## src/rtl/csr_pkg.sv

```systemverilog
// Shared definitions for the machine-mode CSR block: addresses, bit positions,
// trap causes and the read-modify-write operation encoding.
package csr_pkg;

   localparam logic [11:0] ADDR_MSTATUS  = 12'h300;
   localparam logic [11:0] ADDR_MIE      = 12'h304;
   localparam logic [11:0] ADDR_MTVEC    = 12'h305;
   localparam logic [11:0] ADDR_MSCRATCH = 12'h340;
   localparam logic [11:0] ADDR_MEPC     = 12'h341;
   localparam logic [11:0] ADDR_MCAUSE   = 12'h342;
   localparam logic [11:0] ADDR_MIP      = 12'h344;
   localparam logic [11:0] ADDR_MCYCLE   = 12'hB00;
   localparam logic [11:0] ADDR_MCYCLEH  = 12'hB80;

   localparam int MIE_BIT  = 3;
   localparam int MPIE_BIT = 7;
   localparam int MTIE_BIT = 7;
   localparam int MEIE_BIT = 11;

   localparam logic [31:0] CAUSE_M_TIMER = 32'h8000_0007;
   localparam logic [31:0] CAUSE_M_EXT   = 32'h8000_000B;

   typedef enum logic [1:0] {
      CSR_RW = 2'b01,
      CSR_RS = 2'b10,
      CSR_RC = 2'b11
   } csr_op_e;

   // Encoding 2'b00 is not a CSR op; returning the old value keeps it harmless.
   function automatic logic [31:0] csr_apply_op(input logic [1:0]  op,
                                                input logic [31:0] old_val,
                                                input logic [31:0] wdata);
      case (op)
         CSR_RW:  return wdata;
         CSR_RS:  return old_val | wdata;
         CSR_RC:  return old_val & ~wdata;
         default: return old_val;
      endcase
   endfunction

endpackage

```

## src/rtl/csr_cycle_counter.sv

```systemverilog
// Free-running 64-bit cycle counter whose halves can each be overwritten.
// A written half takes the new value instead of counting that cycle.
module csr_cycle_counter (
   input  logic        clk,
   input  logic        rst_n,
   input  logic        i_wr_lo,
   input  logic        i_wr_hi,
   input  logic [31:0] i_wdata,
   output logic [31:0] o_lo,
   output logic [31:0] o_hi
);

   logic [31:0] r_lo;
   logic [31:0] r_hi;
   logic        w_carry;

   // Writing the low half replaces its increment, so it produces no carry either.
   assign w_carry = ~i_wr_lo & (&r_lo);

   always_ff @(posedge clk or negedge rst_n) begin
      if (!rst_n) begin
         r_lo <= '0;
         r_hi <= '0;
      end else begin
         r_lo <= i_wr_lo ? i_wdata : r_lo + 32'd1;
         r_hi <= i_wr_hi ? i_wdata : r_hi + {31'b0, w_carry};
      end
   end

   assign o_lo = r_lo;
   assign o_hi = r_hi;

endmodule

```

## src/rtl/csr_reg_file.sv

```systemverilog
// Machine-mode CSR register file: CSR read-modify-write, interrupt detection,
// trap entry and mret return with a combinational PC redirect.
module csr_reg_file
   import csr_pkg::*;
#(
   parameter logic [31:0] MTVEC_RESET = 32'h0000_0000,
   parameter int          HAS_MCYCLE  = 1
) (
   input  logic        clk,
   input  logic        rst_n,
   input  logic        csr_rd,
   input  logic        csr_wr,
   input  logic        is_mret,
   input  logic        inst_valid,
   input  logic [2:0]  funct3,
   input  logic [11:0] csr_addr,
   input  logic [31:0] wdata,
   input  logic [31:0] pc,
   input  logic        timer_irq,
   input  logic        ext_irq,
   output logic [31:0] rdata,
   output logic        epc_taken,
   output logic [31:0] evec
);

   logic        r_mie_bit;
   logic        r_mpie;
   logic        r_mtie;
   logic        r_meie;
   logic [31:0] r_mtvec;
   logic [31:0] r_mscratch;
   logic [31:0] r_mepc;
   logic [31:0] r_mcause;
   logic        r_mtip;
   logic        r_meip;

   logic [31:0] w_cyc_lo;
   logic [31:0] w_cyc_hi;
   logic [31:0] w_csr_old;
   logic [31:0] w_csr_new;
   logic        w_csr_we;
   logic        w_ext_pend;
   logic        w_tmr_pend;
   logic        w_trap;
   logic        w_mret;
   logic [31:0] w_cause;
   logic [31:0] w_trap_vec;
   logic        w_has_cyc;
   logic        w_unused;

   assign w_has_cyc = (HAS_MCYCLE != 0);
   assign w_unused  = ^{funct3[2], pc[1:0]};

   // Pre-write view of every CSR; unimplemented addresses read as zero.
   always_comb begin
      w_csr_old = '0;
      case (csr_addr)
         ADDR_MSTATUS:  w_csr_old = {19'b0, 2'b11, 3'b0, r_mpie, 3'b0, r_mie_bit, 3'b0};
         ADDR_MIE:      w_csr_old = {20'b0, r_meie, 3'b0, r_mtie, 7'b0};
         ADDR_MTVEC:    w_csr_old = r_mtvec;
         ADDR_MSCRATCH: w_csr_old = r_mscratch;
         ADDR_MEPC:     w_csr_old = r_mepc;
         ADDR_MCAUSE:   w_csr_old = r_mcause;
         ADDR_MIP:      w_csr_old = {20'b0, r_meip, 3'b0, r_mtip, 7'b0};
         ADDR_MCYCLE:   w_csr_old = w_has_cyc ? w_cyc_lo : 32'b0;
         ADDR_MCYCLEH:  w_csr_old = w_has_cyc ? w_cyc_hi : 32'b0;
         default:       w_csr_old = '0;
      endcase
   end

   assign rdata     = csr_rd ? w_csr_old : 32'b0;
   assign w_csr_new = csr_apply_op(funct3[1:0], w_csr_old, wdata);

   assign w_ext_pend = r_meie & r_meip;
   assign w_tmr_pend = r_mtie & r_mtip;
   assign w_trap     = r_mie_bit & (w_ext_pend | w_tmr_pend) & inst_valid;
   assign w_mret     = is_mret & inst_valid & ~w_trap;
   assign w_csr_we   = csr_wr & ~w_trap & ~is_mret & (funct3[1:0] != 2'b00);
   assign w_cause    = w_ext_pend ? CAUSE_M_EXT : CAUSE_M_TIMER;
   assign w_trap_vec = (r_mtvec[1:0] == 2'b01)
                     ? {r_mtvec[31:2], 2'b00} + {26'b0, w_cause[3:0], 2'b00}
                     : {r_mtvec[31:2], 2'b00};

   always_comb begin
      epc_taken = 1'b0;
      evec      = '0;
      if (w_trap) begin
         epc_taken = 1'b1;
         evec      = w_trap_vec;
      end else if (w_mret) begin
         epc_taken = 1'b1;
         evec      = r_mepc;
      end
   end

   // Trap entry outranks mret, which outranks an ordinary CSR write.
   always_ff @(posedge clk or negedge rst_n) begin
      if (!rst_n) begin
         r_mie_bit  <= 1'b0;
         r_mpie     <= 1'b0;
         r_mtie     <= 1'b0;
         r_meie     <= 1'b0;
         r_mtvec    <= MTVEC_RESET;
         r_mscratch <= '0;
         r_mepc     <= '0;
         r_mcause   <= '0;
         r_mtip     <= 1'b0;
         r_meip     <= 1'b0;
      end else begin
         r_mtip <= timer_irq;
         r_meip <= ext_irq;
         if (w_trap) begin
            r_mepc    <= {pc[31:2], 2'b00};
            r_mcause  <= w_cause;
            r_mpie    <= r_mie_bit;
            r_mie_bit <= 1'b0;
         end else if (w_mret) begin
            r_mie_bit <= r_mpie;
            r_mpie    <= 1'b1;
         end else if (w_csr_we) begin
            case (csr_addr)
               ADDR_MSTATUS: begin
                  r_mie_bit <= w_csr_new[MIE_BIT];
                  r_mpie    <= w_csr_new[MPIE_BIT];
               end
               ADDR_MIE: begin
                  r_mtie <= w_csr_new[MTIE_BIT];
                  r_meie <= w_csr_new[MEIE_BIT];
               end
               ADDR_MTVEC:    r_mtvec    <= {w_csr_new[31:2], 1'b0, (w_csr_new[1:0] == 2'b01)};
               ADDR_MSCRATCH: r_mscratch <= w_csr_new;
               ADDR_MEPC:     r_mepc     <= {w_csr_new[31:2], 2'b00};
               ADDR_MCAUSE:   r_mcause   <= w_csr_new;
               default: ;
            endcase
         end
      end
   end

   csr_cycle_counter u_cycle (
      .clk     (clk),
      .rst_n   (rst_n),
      .i_wr_lo (w_csr_we & w_has_cyc & (csr_addr == ADDR_MCYCLE)),
      .i_wr_hi (w_csr_we & w_has_cyc & (csr_addr == ADDR_MCYCLEH)),
      .i_wdata (w_csr_new),
      .o_lo    (w_cyc_lo),
      .o_hi    (w_cyc_hi)
   );

endmodule

```

## config.mk

```make
export PLATFORM = sky130hd
export DESIGN_NAME = csr_reg_file
export DESIGN_NICKNAME = d
export VERILOG_FILES = /design/src/rtl/csr_pkg.sv /design/src/rtl/csr_cycle_counter.sv /design/src/rtl/csr_reg_file.sv
export SDC_FILE = /design/constraint.sdc
export NUM_CORES = 1
export LEC_CHECK = 0
export ABC_AREA = 1
export BUFFER_PORTS_ARGS = -buffer_cell sky130_fd_sc_hd__buf_2
export CORE_ASPECT_RATIO = 1.4
export CORE_MARGIN = 8
export CORE_UTILIZATION = 35
export CTS_BUF_LIST = sky130_fd_sc_hd__clkbuf_2
export DETAILED_ROUTE_END_ITERATION = 10
export PLACE_DENSITY = 0.52
export SLEW_MARGIN = 15
export SYNTH_ARGS = -nofsm -noshare
export SYNTH_HDL_FRONTEND = slang
export SYNTH_SLANG_ARGS = --single-unit
```

## constraint.sdc

```tcl
create_clock -name clk -period 7.8 [get_ports clk]
set_input_delay 1.95 -clock clk [delete_from_list [all_inputs] [get_ports clk]]
set_output_delay 1.95 -clock clk [all_outputs]
set_load 0.1 [all_outputs]
```

# Word level (Yosys, flattened, before mapping)
# Index checks and enable logic that the tools add are counted.
# totals
regBits	197
in_bits	87
output_inout_bits	65
# op_classes
add_sub_neg	3
eq_ne	14
mux	27
bitwise_logic	20
reduce_logical	13
# op_table
op	count
32-bit two-way mux	14
32-bit one-hot mux with 9 select lines	1
32-bit one-hot mux with 3 select lines	1
12-bit by 10-bit equality test with 1-bit output, second input constant	7
32-bit by 1-bit adder with 32-bit output	1
32-bit by 1-bit adder with 32-bit output, second input constant	1
32-bit by 6-bit adder with 32-bit output	1
32-bit AND	1
32-bit NOT	1
32-bit OR	1
32-bit AND reduction	1
12-bit equality test, second input constant	2
1-bit AND	12
4-bit AND reduction	3
1-bit two-way mux	10
2-bit nonzero test	4
3-bit AND reduction	2
3-bit nonzero test	2
2-bit by 1-bit equality test with 1-bit output, second input constant	2
2-bit equality test, second input constant	2
4-bit two-way mux	1
1-bit NOT	4
2-bit inequality test, second input constant	1
2-bit AND reduction	1
1-bit OR	1

# Depth between registers and ports, before layout
# depth
word_depth	13
ltp_mapped	24

# Hierarchy
# A second synthesis with hierarchy kept.
# unflattened
hier_cells	2141
area_unflattened_um2	13685.6
# modules_own_cells
module	n_inst	cells_per_inst	area_per_inst_um2	seq_area_each_um2
csr_reg_file	1	1510	9434.0	3278.1
csr_cycle_counter	1	631	4251.6	1601.5

# Worst setup path after synthesis
# OpenSTA, ideal clock, no wires.
# synth_path
path_type	input-to-output
from	input port inst_valid
to	output port evec[16]
arrival_ns	4.870
required_ns	5.850
path_slack_ns	0.980
stages	6
path_cell_list	nand3_1 > buf_2 > clkinv_1 > nor2_2 > inv_1 > o21ai_0
# synth_via
elab_chain_cells	5
word_cells_on_any_way	6
cone_classes	mux (2); bitwise (4)
# synth_rtl
element	line	rtl
start, declared	csr_reg_file.sv:14	input logic inst_valid,
1-bit AND	csr_reg_file.sv:76	assign w_trap = r_mie_bit & (w_ext_pend | w_tmr_pend) & inst_valid;
1-bit NOT (no line)	-	
1-bit AND	csr_reg_file.sv:77	assign w_mret = is_mret & inst_valid & ~w_trap;
32-bit two-way mux	csr_reg_file.sv:90	end else if (w_mret) begin
32-bit two-way mux *	csr_reg_file.sv:87	if (w_trap) begin
end, declared	csr_reg_file.sv:23	output logic [31:0] evec
# Mark *: on every way between the ends. The rest lies on a longest branch, timed or not.

# Final worst setup path
# layout_path
from	input port csr_addr[7]
to	output port rdata[2]
# layout_via
elab_chain_cells	3
word_cells_on_any_way	11
cone_classes	eq/ne (9); mux (2)
# layout_rtl
element	line	rtl
start, declared	csr_reg_file.sv:16	input logic [11:0] csr_addr,
12-bit equality test / 12-bit by 10-bit equality test with 1-bit output (equally long branches)	csr_reg_file.sv:57	case (csr_addr)
32-bit one-hot mux with 9 select lines *	csr_reg_file.sv:57	
32-bit two-way mux *	csr_reg_file.sv:71	assign rdata = csr_rd ? w_csr_old : 32'b0;
end, declared	csr_reg_file.sv:21	output logic [31:0] rdata,
# Marks and branches as above.

==> impl_metrics.tcl <==
set metrics [dict create \
    clock-root-buffer "clkbuf_2" \
    synth.distinct_cells 49 \
    synth_mux_area_share_pct 0 \
    ir_drop_mv 0.0869 \
    use_met3_pct 2.86 \
    hold_ws_ps 536 \
    dp.cells 2517 \
    hold_violations 0 \
    synthFlopType "dfrtp_1" \
    tns_ps 0 \
    reg2reg_from "u_cycle.o_lo[0]" \
    period_needed_ps 6530 \
    cts_sinks 195 \
    p_seq_share_pct 49.6 \
    track_usage_pct 23.5 \
    htreeDepth 4 \
    yosysMostFrequentCell "nand2_1" \
    fin_nets 2156 \
    cp.arrival_ps 4580 \
    first_iter_violations 1238 \
    reg2regPathDepth 22 \
    die_w_um 180 \
    postCtsSetupRepairBufs 0 \
    critPathKind "in -> out" \
    critPathLaunchType "input port" \
    clk_pin_slew_ps 260 \
    yosysTopAreaCellShare_pct 37.2 \
    p_clk_share_pct 20.4 \
    grt_max_degree 77 \
    clockBufferDepth 2 \
    drv_slew 0 \
    synthCells 1962 \
    path_max_fanout 20 \
    post_cts_resized 0 \
    clk_latency_ps 860 \
    synth_fa_ha_area_share_pct 0.572 \
    drive_gt1_share_pct 13.1 \
    r2r_end "u_cycle.o_hi[30]" \
    finalCritPeriodShare_pct 83.7 \
    drt-vias-per-instance 5.29 \
    grt_pass1_wl_mm 79.6 \
    finalSetupViolCount 0 \
    holdBufCountCts 0 \
    synth_xor_area_share_pct 3.54 \
    grt_overflow_total 0 \
    internal-power_mw 1.54 \
    synth_top_family_by_area "simple AND/OR/NAND/NOR gates" \
    grt_setup_unrepaired "false" \
    min_from "r_mcause[27]" \
    ys_async_sr_fraction_pct 100 \
    use_met1_pct 29.3 \
    drc 0 \
    ant_nets 0 \
    fp.dieH_um 245 \
    max_freq_mhz 153 \
    ys.warnings.count 0 \
    synth_area_leaders "dfrtp_1 (37%), nand2_1 (17%), nor2_1 (6.7%), o21ai_0 (6.1%), inv_1 (4.7%)" \
    max_slew_margin_pct 24.9 \
    synth_compound_area_share_pct 14.1 \
    dp_hpwl_mm 40.2 \
    holdPathEnd "r_mcause[27]" \
    routed_wl_mm 52.7 \
    fin_skew_ps 25.6 \
    cellLeakagePower_nw 7.71 \
    area_growth_pct 12.7 \
    regToRegSetupSlack_ps 3220 \
    p_switching_mw 1.03 \
    hp-class "reg -> reg" \
    ioPinCount 152 \
    fill_cells 3998 \
    rows 84 \
    gp_congestion 0.912 \
    io_buffers 146 \
    netlist_top_cells_count "nand2_1 (607), nor2_1 (234), dfrtp_1 (195)" \
    grt_pass1_vias 13225 \
    yosys_register_bits 195 \
    yosysSeqAreaShare_pct 37.2 \
    worstMarginPinSlew_ps 1130 \
    cts_tree "yes" \
    initial_core_util_pct 35.2 \
    max_cap_violations 0 \
    core_area_um2 37300 \
    gr-max-usage-layer "met2" \
    antenna_found_initial 1 \
    routedWlPerCell_um 20.7 \
    syn_area_um2 13100 \
    grt_use_met2_pct 40.8 \
    synth-simple-area-share_pct 36.5 \
    worstPathRequired_ps 5850 \
    endpoint_kind "output pin" \
    finalNonFillerCells 2551 \
    yosys.area.top_type "dfrtp_1" \
    multi_input_area_um2 7210 \
    drtPass1Iterations 8 \
    avgSynthCellArea_um2 6.69 \
    p_comb_share_pct 30.1 \
    power.share.switching_pct 40.1 \
    min_delay_path_depth 2 \
    seq_area_um2 4880 \
    status "completed" \
    synth_enable_flop_cells 0 \
    num_vias 13507 \
    numCtsBuffers 17 \
    p_per_area_nw_per_um2 173 \
    design.die.area_um2 44000 \
]
==> metal layers <==
layer,part of all wire [%],wire (um),up-vias
li1,-,-,6549
met5,0,0,-
met1,43,22600,6428
met3,4.5,2390,83
met2,49,25900,447
met4,3.4,1780,0
==> worst max-delay path, cell delays in order <==
cell and delay (ps):
buf_2 200, nor2_4 170, nand2_4 90, nor2_4 460
nand3_1 390, inv_1 390, nand2_1 90, a21oi_1 320
buf_2 500
==> kinds of logic after synthesis <==
group                      after synthesis
adders and majority gates                6
buffers and inverters                  256
AOI/OAI and AO/OA                      342
xor gates and xnor gates                53
DFF                                    195
other                                    1
and+or+nand+nor                       1109
==> power by group through the flow <==
stage / Combinational, mW / Clock, mW / Sequential, mW
floorplan: 0.515 / 0 / 1.25
global placement: 0.765 / 0 / 1.28
detailed placement: 0.774 / 0 / 1.29
CTS: 0.776 / 0.540 / 1.27
global route: 0.833 / 0.566 / 1.29
finish: 0.772 / 0.523 / 1.27
==> per-stage QoR <==
stage	util (%)	power, mW	cell area, um2	setup WS [ps]
2_1_floorplan	-	1.76	13100	980
3_3_place_gp	39.1	2.05	14600	1300
3_5_place_dp	39.1	2.06	14600	1290
4_1_cts	39.7	2.58	14800	1270
5_1_grt	39.7	2.69	14800	1220
6_report	39.7	2.57	14800	1270
==> flip-flops by register name, indices dropped and copies added, names as in the netlist <==
name,cells
r_meip,1
r_mtip,1
r_mie_bit,1
u_cycle.o_lo,32
r_meie,1
r_mepc,30
r_mpie,1
r_mcause,32
r_mscratch,32
r_mtie,1
r_mtvec,31
u_cycle.o_hi,32
==> placed cells by master, fill, tap and decap left out, types with 5 or more instances in the layout <==
cell and count:
nand3_1 118, buf_2 120, a211oi_1 7, nor4_1 5
a21oi_1 88, buf_4 16, o21ai_1 19, o211ai_1 6
a31oi_1 34, nor2_2 16, nand4_1 27, nand2_2 25
nor2_4 11, nor3_1 31, clkbuf_2 21, nand2_4 6
ha_1 6, clkinv_2 8, xnor2_1 11, buf_12 25
inv_2 6, inv_1 165, dfrtp_1 195, o21ai_0 161
xor2_1 42, nand2_1 607, o22ai_1 15, nor2_1 233
nand3b_1 15
==> worst max path at each step <==
stage | from | to | slack (ps) | depth (start not counted)
5_1_grt | csr_addr[7] | rdata[2] | 1220 | 9
4_1_cts | csr_addr[7] | rdata[2] | 1270 | 9
2_1_floorplan | inst_valid | evec[16] | 980 | 6
6_report | csr_addr[7] | rdata[2] | 1270 | 9
3_5_place_dp | csr_addr[7] | rdata[2] | 1290 | 9
3_3_place_gp | csr_addr[7] | rdata[2] | 1300 | 9
==> layout make-up <==
| class | instances | share of cell area, % |
|---|---|---|
| Antenna cell | 2 | 0.0338 |
| Clock buffer | 21 | 0.710 |
| Clock inverter | 11 | 0.761 |
| Inverter | 175 | 4.46 |
| Multi-Input combinational cell | 1512 | 48.7 |
| Sequential cell | 195 | 33.0 |
| Tap cell | 473 | 4.00 |
| Timing Repair Buffer | 162 | 8.34 |
Power figures use the tool's default switching activity.
